### src/rtl/pipe_mdu_if.sv
// EX-stage <-> multiply/divide unit bundle: operands, HI/LO moves and hazard signals.
interface pipe_mdu_if;
  logic        start;
  logic [1:0]  op;
  logic [31:0] ea;
  logic [31:0] eb;
  logic        mf_req;
  logic        mthi;
  logic        mtlo;
  logic [31:0] hi;
  logic [31:0] lo;
  logic        busy;
  logic        stall;
  logic        done;

  modport master (output start, op, ea, eb, mf_req, mthi, mtlo,
                  input  hi, lo, busy, stall, done);
  modport slave  (input  start, op, ea, eb, mf_req, mthi, mtlo,
                  output hi, lo, busy, stall, done);
endinterface

### src/rtl/pipe_mdu.sv
// Iterative MULT/MULTU/DIV/DIVU unit: 1 accept edge, 32 RUN edges, 1 FIX edge.
// Operands are reduced to magnitudes up front; signs are reapplied in FIX.
module pipe_mdu (
  input  logic      clock,
  input  logic      resetn,
  pipe_mdu_if.slave bus
);
  typedef enum logic [1:0] {S_IDLE, S_RUN, S_FIX} state_t;

  state_t      r_state, w_next;
  logic [4:0]  r_cnt;
  logic        r_div;      // 1: divide, 0: multiply
  logic        r_neg_lo;   // product / quotient needs negating
  logic        r_neg_hi;   // remainder takes dividend sign
  logic        r_dz;       // divide by zero seen at accept
  logic [31:0] r_m;        // multiplicand (mult) or divisor (div) magnitude
  logic [31:0] r_dvd;      // raw dividend, returned in HI on divide by zero
  logic [63:0] r_acc;      // mult: {partial, multiplier}; div: {remainder, quotient}
  logic [31:0] r_hi, r_lo;
  logic        r_done;

  // operand conditioning at accept
  logic        w_signed, w_sa, w_sb;
  logic [31:0] w_abs_a, w_abs_b;
  assign w_signed = ~bus.op[0];
  assign w_sa     = w_signed & bus.ea[31];
  assign w_sb     = w_signed & bus.eb[31];
  assign w_abs_a  = w_sa ? -bus.ea : bus.ea;
  assign w_abs_b  = w_sb ? -bus.eb : bus.eb;

  // radix-2 shift-add: add multiplicand on LSB, then shift the 65-bit {carry,acc} right
  logic [32:0] w_add;
  logic [63:0] w_mstep;
  assign w_add   = {1'b0, r_acc[63:32]} + (r_acc[0] ? {1'b0, r_m} : 33'd0);
  assign w_mstep = {w_add, r_acc[31:1]};

  // restoring divide: shift next dividend bit into remainder, subtract if it fits
  logic [32:0] w_shl;
  logic        w_ge;
  logic [31:0] w_sub;
  logic [63:0] w_dstep;
  assign w_shl   = {r_acc[63:32], r_acc[31]};
  assign w_ge    = (w_shl >= {1'b0, r_m});
  assign w_sub   = w_shl[31:0] - r_m;   // true difference is < 2^32 whenever w_ge
  assign w_dstep = {(w_ge ? w_sub : w_shl[31:0]), r_acc[30:0], w_ge};

  // sign fix-up of the finished result
  logic [63:0] w_prod;
  logic [31:0] w_quo, w_rem;
  assign w_prod = r_neg_lo ? -r_acc : r_acc;
  assign w_quo  = r_neg_lo ? -r_acc[31:0]  : r_acc[31:0];
  assign w_rem  = r_neg_hi ? -r_acc[63:32] : r_acc[63:32];

  // state register
  always_ff @(posedge clock) begin
    if (!resetn) r_state <= S_IDLE;
    else         r_state <= w_next;
  end

  // next-state logic
  always_comb begin
    w_next = r_state;
    case (r_state)
      S_IDLE:  if (bus.start) w_next = S_RUN;
      S_RUN:   if (r_cnt == 5'd31) w_next = S_FIX;
      S_FIX:   w_next = S_IDLE;
      default: w_next = S_IDLE;
    endcase
  end

  // datapath: latch operands, iterate, write HI/LO
  always_ff @(posedge clock) begin
    if (!resetn) begin
      r_cnt    <= '0;
      r_div    <= 1'b0;
      r_neg_lo <= 1'b0;
      r_neg_hi <= 1'b0;
      r_dz     <= 1'b0;
      r_m      <= '0;
      r_dvd    <= '0;
      r_acc    <= '0;
      r_hi     <= '0;
      r_lo     <= '0;
      r_done   <= 1'b0;
    end else begin
      r_done <= 1'b0;
      case (r_state)
        S_IDLE: begin
          if (bus.start) begin
            r_div    <= bus.op[1];
            r_neg_lo <= w_sa ^ w_sb;
            r_neg_hi <= w_sa;
            r_dz     <= bus.op[1] & (bus.eb == 32'd0);
            r_m      <= bus.op[1] ? w_abs_b : w_abs_a;
            r_acc    <= {32'd0, (bus.op[1] ? w_abs_a : w_abs_b)};
            r_dvd    <= bus.ea;
            r_cnt    <= '0;
          end else begin
            if (bus.mthi) r_hi <= bus.ea;
            if (bus.mtlo) r_lo <= bus.ea;
          end
        end
        S_RUN: begin
          r_acc <= r_div ? w_dstep : w_mstep;
          r_cnt <= r_cnt + 5'd1;
        end
        S_FIX: begin
          r_done <= 1'b1;
          if (!r_div) begin
            r_hi <= w_prod[63:32];
            r_lo <= w_prod[31:0];
          end else if (r_dz) begin
            r_hi <= r_dvd;
            r_lo <= 32'hFFFF_FFFF;
          end else begin
            r_hi <= w_rem;
            r_lo <= w_quo;
          end
        end
        default: ;
      endcase
    end
  end

  assign bus.hi    = r_hi;
  assign bus.lo    = r_lo;
  assign bus.done  = r_done;
  assign bus.busy  = (r_state != S_IDLE);
  assign bus.stall = bus.busy & (bus.start | bus.mf_req | bus.mthi | bus.mtlo);
endmodule

### src/flat_wrapper.sv
// flat-port wrapper written by rule: the top's interface ports become plain ports
module pipe_mdu_flat 
  (clock, resetn, bus_start, bus_op, bus_ea, bus_eb, bus_mf_req, bus_mthi, bus_mtlo, bus_hi, bus_lo, bus_busy, bus_stall, bus_done);
  pipe_mdu_if bus_i ();
  input  logic clock;
  input  logic resetn;
  input wire logic [$bits(bus_i.start)-1:0] bus_start;
  input wire logic [$bits(bus_i.op)-1:0] bus_op;
  input wire logic [$bits(bus_i.ea)-1:0] bus_ea;
  input wire logic [$bits(bus_i.eb)-1:0] bus_eb;
  input wire logic [$bits(bus_i.mf_req)-1:0] bus_mf_req;
  input wire logic [$bits(bus_i.mthi)-1:0] bus_mthi;
  input wire logic [$bits(bus_i.mtlo)-1:0] bus_mtlo;
  output wire logic [$bits(bus_i.hi)-1:0] bus_hi;
  output wire logic [$bits(bus_i.lo)-1:0] bus_lo;
  output wire logic [$bits(bus_i.busy)-1:0] bus_busy;
  output wire logic [$bits(bus_i.stall)-1:0] bus_stall;
  output wire logic [$bits(bus_i.done)-1:0] bus_done;
  assign bus_i.start = bus_start;
  assign bus_i.op = bus_op;
  assign bus_i.ea = bus_ea;
  assign bus_i.eb = bus_eb;
  assign bus_i.mf_req = bus_mf_req;
  assign bus_i.mthi = bus_mthi;
  assign bus_i.mtlo = bus_mtlo;
  assign bus_hi = bus_i.hi;
  assign bus_lo = bus_i.lo;
  assign bus_busy = bus_i.busy;
  assign bus_stall = bus_i.stall;
  assign bus_done = bus_i.done;
  pipe_mdu u_core (.clock(clock), .resetn(resetn), .bus(bus_i));
endmodule
### config.mk
export PLATFORM = sky130hd
export DESIGN_NAME = pipe_mdu_flat
export DESIGN_NICKNAME = d
export VERILOG_FILES = /design/src/rtl/pipe_mdu_if.sv /design/src/rtl/pipe_mdu.sv /design/src/flat_wrapper.sv
export SDC_FILE = /design/constraint.sdc
export NUM_CORES = 1
export LEC_CHECK = 0
export ABC_AREA = 1
export CAP_MARGIN = 20
export CORE_UTILIZATION = 40
export CTS_BUF_LIST = sky130_fd_sc_hd__clkbuf_16
export CTS_CLUSTER_SIZE = 30
export DETAILED_ROUTE_END_ITERATION = 7
export PLACE_DENSITY = 0.55
export SLEW_MARGIN = 40
export SYNTH_ARGS = -nofsm -noshare
export SYNTH_HDL_FRONTEND = slang
export SYNTH_SLANG_ARGS = --single-unit
### constraint.sdc
create_clock -name clock -period 7.7 [get_ports clock]
set_input_delay 2.31 -clock clock [delete_from_list [all_inputs] [get_ports clock]]
set_output_delay 2.31 -clock clock [all_outputs]
set_load 0.05 [all_outputs]
# After elaboration in Yosys (flattened, before gate mapping)
# Index checks and enable logic that the tools add are counted.
word_totals:
  ff_bits: 204
  in_bits: 72
  output_inout_bits: 67
  wordCells: 76
classes:
  add_sub_neg: 8
  order_cmp: 1
  eq_ne: 8
  n_mux: 28
  bitwise_logic: 9
  n_reduce_logical: 10
ops:
  columns: ["cell", "count"]
  rows:
  - ["2-to-1 mux 32 bit", 16]
  - ["2-to-1 mux 64 bit", 3]
  - ["negation 32 bit", 4]
  - ["case mux 32 bit (2 select lines)", 2]
  - ["case mux 64 bit (2 select lines)", 1]
  - ["negation 64 bit", 1]
  - ["adder 32 x 33 -> 33 bit", 1]
  - [">= comparator 33 x 32 -> 1 bit", 1]
  - ["logical NOT 32 bit", 1]
  - ["subtractor 32 bit", 1]
  - ["case mux 5 bit (2 select lines)", 1]
  - ["inequality test 2 bit (second input constant)", 4]
  - ["AND reduction 2 bit", 3]
  - ["AND reduction 3 bit", 2]
  - ["nonzero test 2 bit", 3]
  - ["adder 5 x 1 -> 5 bit (second input constant)", 1]
  - ["equality test 5 bit (second input constant)", 1]
  - ["2-to-1 mux 5 bit", 1]
  - ["AND 1 bit", 4]
  - ["2-to-1 mux 2 bit", 2]
  - ["case mux 2 bit (2 select lines)", 1]
  - ["bitwise OR 1 bit", 3]
  - ["equality test 2 x 1 -> 1 bit (second input constant)", 1]
  - ["equality test 2 bit (second input constant)", 1]
  - ["other kinds (5)", 5]

# Logic depth before layout (Yosys ltp)
# Gate-level depths: netlist of the first run.
depth:
  word_depth: 6
  depth_mapped: 20
  mapped_depth_nobuf: 18

# Worst setup path after synthesis of the first run
# OpenSTA, ideal clock, no wires.
synth_timing:
  path_type: "input to output"
  start: "in bus_start"
  end: "out bus_stall"
  arrival_ps: 3138
  slack_ps: 2252
  cell_stages: 2
  n_path_buf: 0
  path_cell_list: "inv_1 -> a21oi_1"
synth_via:
  elab_chain_len: 4
synth_rtl:
  columns: ["item", "line_no", "text"]
  rows:
  - ["from (decl)", "flat_wrapper.sv:7", "input wire logic [$bits(bus_i.start)-1:0] bus_start;"]
  - ["bitwise OR 1 bit (3 in series)", "pipe_mdu.sv:129", "assign bus.stall = bus.busy & (bus.start | bus.mf_req | bus.mthi | bus.mtlo);"]
  - ["AND 1 bit", "pipe_mdu.sv:129", null]
  - ["to (decl)", "flat_wrapper.sv:17", "output wire logic [$bits(bus_i.stall)-1:0] bus_stall;"]
# Every way passes these cells.

# Final worst setup path of the first run
# Same ends and word-level chain as after synthesis.

==> flow_summary.json, run 1 <==
{
  "status": "complete, no violations",
  "hold_class": "reg -> reg",
  "muxShareOfSynthArea_pct": 0,
  "clk_latency_ns": 0.59,
  "rows": 80,
  "synth_edf_count": 0,
  "synth_top_family_by_area": "simple AND/OR/NAND/NOR gates",
  "rr_startpoint": "u_core.r_acc[42]",
  "die_w_um": 222.1,
  "synth-simple-area-share_pct": 38.43,
  "cellLeakagePower_nw": 10.51,
  "grt_pass1_vias": 22390,
  "setup_slack_ns": 1.562,
  "syn-cell-area_um2": 19380,
  "cts_tree": "done",
  "min_to": "u_core.r_cnt[3]",
  "fmax_mhz": 162.9,
  "synth_adder_area_share_pct": 4.725,
  "postCtsHoldBufs": 0,
  "root_buffer": "clkbuf_16",
  "cts_setup_buffers": 0,
  "cap_viol_max_count": 0,
  "worstHoldStart": "u_core.r_cnt[3]",
  "numCtsBuffers": 26,
  "grt_pass1_wl_mm": 143.7,
  "gp_congestion": 1.056,
  "p_sw_share_pct": 44.74,
  "switchingPower_mw": 1.858,
  "clkTransAtPathRegs_ns": 0.06,
  "async_flop_share_pct": 0,
  "hpwl_mm": 77.74,
  "yosysSeqAreaShare_pct": 21.07,
  "relSlewSlack_pct": 43.56,
  "clock_skew_ns": 0.02611,
  "gr-usage-all-layers_pct": 38.83,
  "antenna_found_initial": 0,
  "worst_slew_pin_slew_ns": 0.8377,
  "core_area_um2": 47750,
  "htree_levels": 1,
  "vdd_ir_drop_max_uv": 177.5,
  "start_util_pct": 40.59,
  "overflow": 0,
  "cp.required_ns": 5.39,
  "routedWlPerCell_um": 23.60,
  "cts_max_path_buffers": 3,
  "vias_per_cell": 5.842,
  "post-place-ws_ns": 1.566,
  "die_area_um2": 49340,
  "grt_start_max_net_pins": 97,
  "p_clk_share_pct": 29.7,
  "seq_power_share_pct": 30.4,
  "drt-total-wl_mm": 98.18,
  "whs_path_depth": 2,
  "synth_warnings": 0,
  "route.vias.total": 24300,
  "worstPathCellList": "clkdlybuf4s50_1 > inv_1 > a21oi_1 > clkdlybuf4s50_1",
  "clock-sinks": 204,
  "layout_common_cells": "942 x nand2_1, 431 x inv_1, 392 x nor2_1",
  "setup_viol": 0,
  "power_frac_comb_pct": 39.8,
  "slew_violations": 0,
  "syn_inst": 3481,
  "r2r_slack_ns": 3.25,
  "rsz0062_at_grt": "false",
  "min_period_over_period_pct": 79.71,
  "final_common_cell": "nand2_1",
  "fin_crit_ns": 6.138,
  "crit_arrival_ns": 3.83,
  "end_kind": "output port",
  "finish.utilization_pct": 46.21,
  "syn-mean-instance-area_um2": 5.568,
  "setup-tns-final_ns": 0,
  "synth-compound-area-share_pct": 20.69,
  "hold_viol": 0,
  "diodes": 0,
  "synth_fp_nets": 3625,
  "nets": 3669,
  "synthToLayoutAreaGrowth_pct": 13.82,
  "r2r_cells": 14,
  "synth.distinct_cells": 51,
  "fillCellCount": 5284,
  "drc": 0,
  "drive_above_1_share_pct": 3.780,
  "synth_xor_area_share_pct": 3.254,
  "cp_common_cell": "clkdlybuf4s50_1",
  "ys_ff_latch": 204,
  "cp_slowest_cell": "clkdlybuf4s50_1",
  "cts_resized": 0,
  "portBuffers": 138,
  "reg2reg_to": "u_core.r_acc[59]",
  "first_pass_iters": 6,
  "worstSetupStartpointType": "input pin",
  "p_per_area_nw_per_um2": 188.2,
  "synth-main-ff-cell": "dfxtp_1",
  "worstPathMaxFanout": 3,
  "die_h_um": 222.1,
  "cp_slowest_stage_delay_ns": 0.82,
  "io_pins": 139,
  "antenna_left": 0,
  "p_int_mw": 2.295,
  "drtIter0Drc": 3007,
  "crit_type": "in -> out"
}
==> worst max-delay path, delay by kind of cell <==
kind | cells | cell delay, ns
AOI/OAI and AO/OA | 1 | 0.16
buffers and inverters | 3 | 1.36
==> state kept, by name (all words and copies together) (netlist names), 2 cells and up <==
signal          cells
u_core.r_state      2
u_core.r_dvd       32
u_core.r_acc       64
u_core.r_m         32
u_core.r_cnt        5
u_core.bus.lo      32
u_core.bus.hi      32
==> power groups by stage <==
stage / logic, mW / registers, mW / clock network [mW]
floorplan: 0.992 / 1.30 / 0
global placement: 1.59 / 1.28 / 0
detailed placement: 1.60 / 1.28 / 0
CTS: 1.61 / 1.25 / 1.24
global route: 1.79 / 1.27 / 1.28
finish: 1.65 / 1.26 / 1.24
==> metrics by stage <==
stage          instance area (um2)  hold slack, ns  instances  total power, mW
3_5_place_dp                 21190          0.4590       4110            2.877
6_report                     22060          0.4698       4160            4.152
3_3_place_gp                 21180          0.4532       4110            2.871
5_1_grt                      22060          0.4941       4160            4.335
2_1_floorplan                19380          0.4443       3481            2.292
4_1_cts                      22020          0.4686       4158            4.104
==> worst max-delay path by stage <==
stage,start,slack [ns],depth (start not counted),to
floorplan,bus_start,2.25,2,bus_stall
global placement,bus_mtlo,1.53,4,bus_stall
detailed placement,bus_start,1.57,4,bus_stall
CTS,bus_start,1.55,4,bus_stall
global route,bus_mtlo,1.48,4,bus_stall
finish,bus_start,1.56,4,bus_stall
==> layer usage <==
metal	GRT usage, %	up-vias	routed length (um)
li1	-	11420	-
met1	51.50	11340	40770
met2	61.53	1320	42880
met3	6.255	226	9106
met4	17.79	0	5418
met5	0	-	0
==> cell families after synthesis <==
| kind of cell | Yosys count |
|---|---|
| and+or+nand+nor | 1785 |
| AOI/OAI and AO/OA | 750 |
| buffers and inverters | 598 |
| DFF | 204 |
| xor gates and xnor gates | 72 |
| adders and majority gates | 72 |
==> synth_stat cells (9+ instances only) <==
library cell    n  area (um2)
clkbuf_1      114       427.9
buf_1          23       86.33
inv_1         430        1614
buf_2          15       75.07
o21a_1          9       67.56
nand4_1        46       287.8
o211ai_1       31       232.7
a31oi_1        17       106.4
nand2_1       942        3536
dfxtp_1       204        4084
nand3b_1       10       75.07
o21ai_0       312        1562
nor2_2         12       75.07
xor2_1         67       586.8
nand3_1       299        1496
nor3_1         36       180.2
or2_2          12       75.07
ha_1           70       875.8
nor2_1        397        1490
a21oi_1       326        1632
==> layout make-up <==
class                      instances  area (um2)  share of cell area [%]
timing repair buffer             172        1663                   7.537
multi-input combinational       2679       13040                   59.13
clock inverter                    22       185.2                  0.8394
clock buffer                      26       650.6                   2.949
sequential                       204        4090                   18.54
tap                              615       769.5                   3.488
inverter                         442        1659                   7.520
Note: power is estimated with default switching activity, not from simulation.
==> inputs of run 2 (changes only) <==
- clock period: 7.7 -> 6.1 ns (I/O delays scaled with it)
==> flow_summary.json, run 2 (same netlist as run 1, synthesis figures left out) <==
{
  "relSlewSlack_pct": 37.60,
  "setup_viol": 0,
  "cts_max_path_buffers": 3,
  "setup_slack_ns": 0.8926,
  "die_area_um2": 49340,
  "numCtsBuffers": 26,
  "gr-usage-all-layers_pct": 37.92,
  "cts_setup_buffers": 0,
  "fmax_mhz": 192.0,
  "cp_slowest_stage_delay_ns": 0.82,
  "setup-tns-final_ns": 0,
  "core_area_um2": 47750,
  "drive_above_1_share_pct": 3.779,
  "htree_levels": 1,
  "grt.busiest_layer": "met2",
  "power_frac_comb_pct": 39.9,
  "clock_skew_ns": 0.02980,
  "clk_latency_ns": 0.59,
  "p_int_mw": 2.895,
  "gp_congestion": 1.069,
  "postCtsHoldBufs": 0,
  "seq_power_share_pct": 30.4,
  "end_kind": "output port",
  "rsz0062_at_grt": "false",
  "worstHoldStart": "u_core.r_cnt[3]",
  "route.vias.total": 24100,
  "portBuffers": 138,
  "p_clk_share_pct": 29.8,
  "cellLeakagePower_nw": 10.53,
  "drt-total-wl_mm": 96.39,
  "finish.utilization_pct": 46.20,
  "crit_start": "bus_start",
  "fin_crit_ns": 5.207,
  "met2_usage_pct": 57.59,
  "status": "complete, but fails checks",
  "p_sw_share_pct": 44.46,
  "cts_resized": 0,
  "min_period_over_period_pct": 85.37,
  "total_power_mw": 5.212,
  "root_buffer": "clkbuf_16",
  "layout_common_cells": "942 x nand2_1, 433 x inv_1, 392 x nor2_1",
  "hpwl_mm": 76.71,
  "switchingPower_mw": 2.317,
  "worstSetupStartpointType": "input pin",
  "antenna_left": 0,
  "grt_pass1_vias": 21950,
  "first_pass_iters": 8,
  "clkTransAtPathRegs_ns": 0.06,
  "cap_viol_max_count": 0,
  "holdWs_ns": 0.4721,
  "grt_util_met3_pct": 8.587,
  "vdd_ir_drop_max_uv": 246.1,
  "clock-sinks": 204,
  "post-place-ws_ns": 0.8987,
  "final_common_cell": "nand2_1",
  "rr_startpoint": "u_core.r_acc[42]",
  "cp_common_cell": "clkdlybuf4s50_1",
  "antenna_found_initial": 4,
  "p_per_area_nw_per_um2": 236.3,
  "crit_arrival_ns": 3.38,
  "met1_usage_pct": 50.66,
  "routedWlPerCell_um": 23.16,
  "die_w_um": 222.1,
  "cts_tree": "done",
  "cp.required_ns": 4.27,
  "hold_viol": 0,
  "hold_class": "reg -> reg",
  "largest_reg_flops": 64,
  "multi_input_area_um2": 13040,
  "crit_type": "in -> out",
  "worstPathCellList": "clkdlybuf4s50_1 > inv_1 > a21oi_1 > clkdlybuf4s50_1",
  "io_pins": 139,
  "drtIter0Drc": 2919,
  "worst_slew_pin_slew_ns": 0.9262,
  "worstPathMaxFanout": 3,
  "vias_per_cell": 5.791,
  "overflow": 0,
  "synthToLayoutAreaGrowth_pct": 13.80,
  "die_h_um": 222.1,
  "regMostFlops": "u_core.r_acc",
  "regArea_um2": 4089,
  "cp_slowest_cell": "clkdlybuf4s50_1",
  "violations": "design-rule violations",
  "grt_start_max_net_pins": 96,
  "nets": 3670,
  "drc": 3,
  "fillCellCount": 5250,
  "start_util_pct": 40.59,
  "slew_violations": 0,
  "rows": 80,
  "grt_pass1_wl_mm": 140.6
}
==> run 2: cell types whose count changed in the layout (fill, tap and decap cells not counted), sizes merged <==
cell / before / now
clkinvlp: 2 / 0
clkinv: 16 / 19
buf: 35 / 36
diode: 0 / 1
inv: 444 / 443
==> run 2: cell type report <==
class	count	share of cell area, %
Sequential cell	204	18.54
Multi-Input combinational cell	2679	59.14
Clock buffer	26	2.950
Antenna cell	1	0.01135
Inverter	442	7.522
Clock inverter	22	0.8566
Tap cell	615	3.489
Timing Repair Buffer	173	7.494
==> run 2: worst paths after layout <==
kind	endpoint	slack, ns	depth (start not counted)
setup / recovery	bus_stall	0.89	4
hold / removal	u_core.r_cnt[3]	0.47	2
setup reg to reg	u_core.r_acc[51]	1.71	14
hold reg to reg	u_core.r_cnt[3]	0.47	2
==> run 2: worst max-delay path, delay by kind of cell <==
family | cells | cell delay, ns
buffers and inverters | 3 | 1.37
AO/OA/AOI/OAI | 1 | 0.17
==> run 2: power by group through the flow <==
| stage | registers, mW | clock network (mW) | logic (mW) |
|---|---|---|---|
| 5_1_grt | 1.59 | 1.61 | 2.25 |
| 3_5_place_dp | 1.60 | 0 | 2.02 |
| 2_1_floorplan | 1.64 | 0 | 1.25 |
| 6_report | 1.58 | 1.55 | 2.08 |
| 3_3_place_gp | 1.60 | 0 | 2.01 |
| 4_1_cts | 1.58 | 1.56 | 2.03 |
==> run 2: metrics by stage <==
stage                     cell area (um2)  std cells
final                               22060       4162
after global routing                22050       4161
after CTS                           22050       4161
after detailed placement            21210       4113
after global placement              21200       4113
after floorplan                     19380       3481
==> run 2: layer usage <==
layer	routed length, um	share of wire [%]
met5	65	0.067
met4	5024	5.2
met3	9592	10
met2	41250	43
met1	40450	42
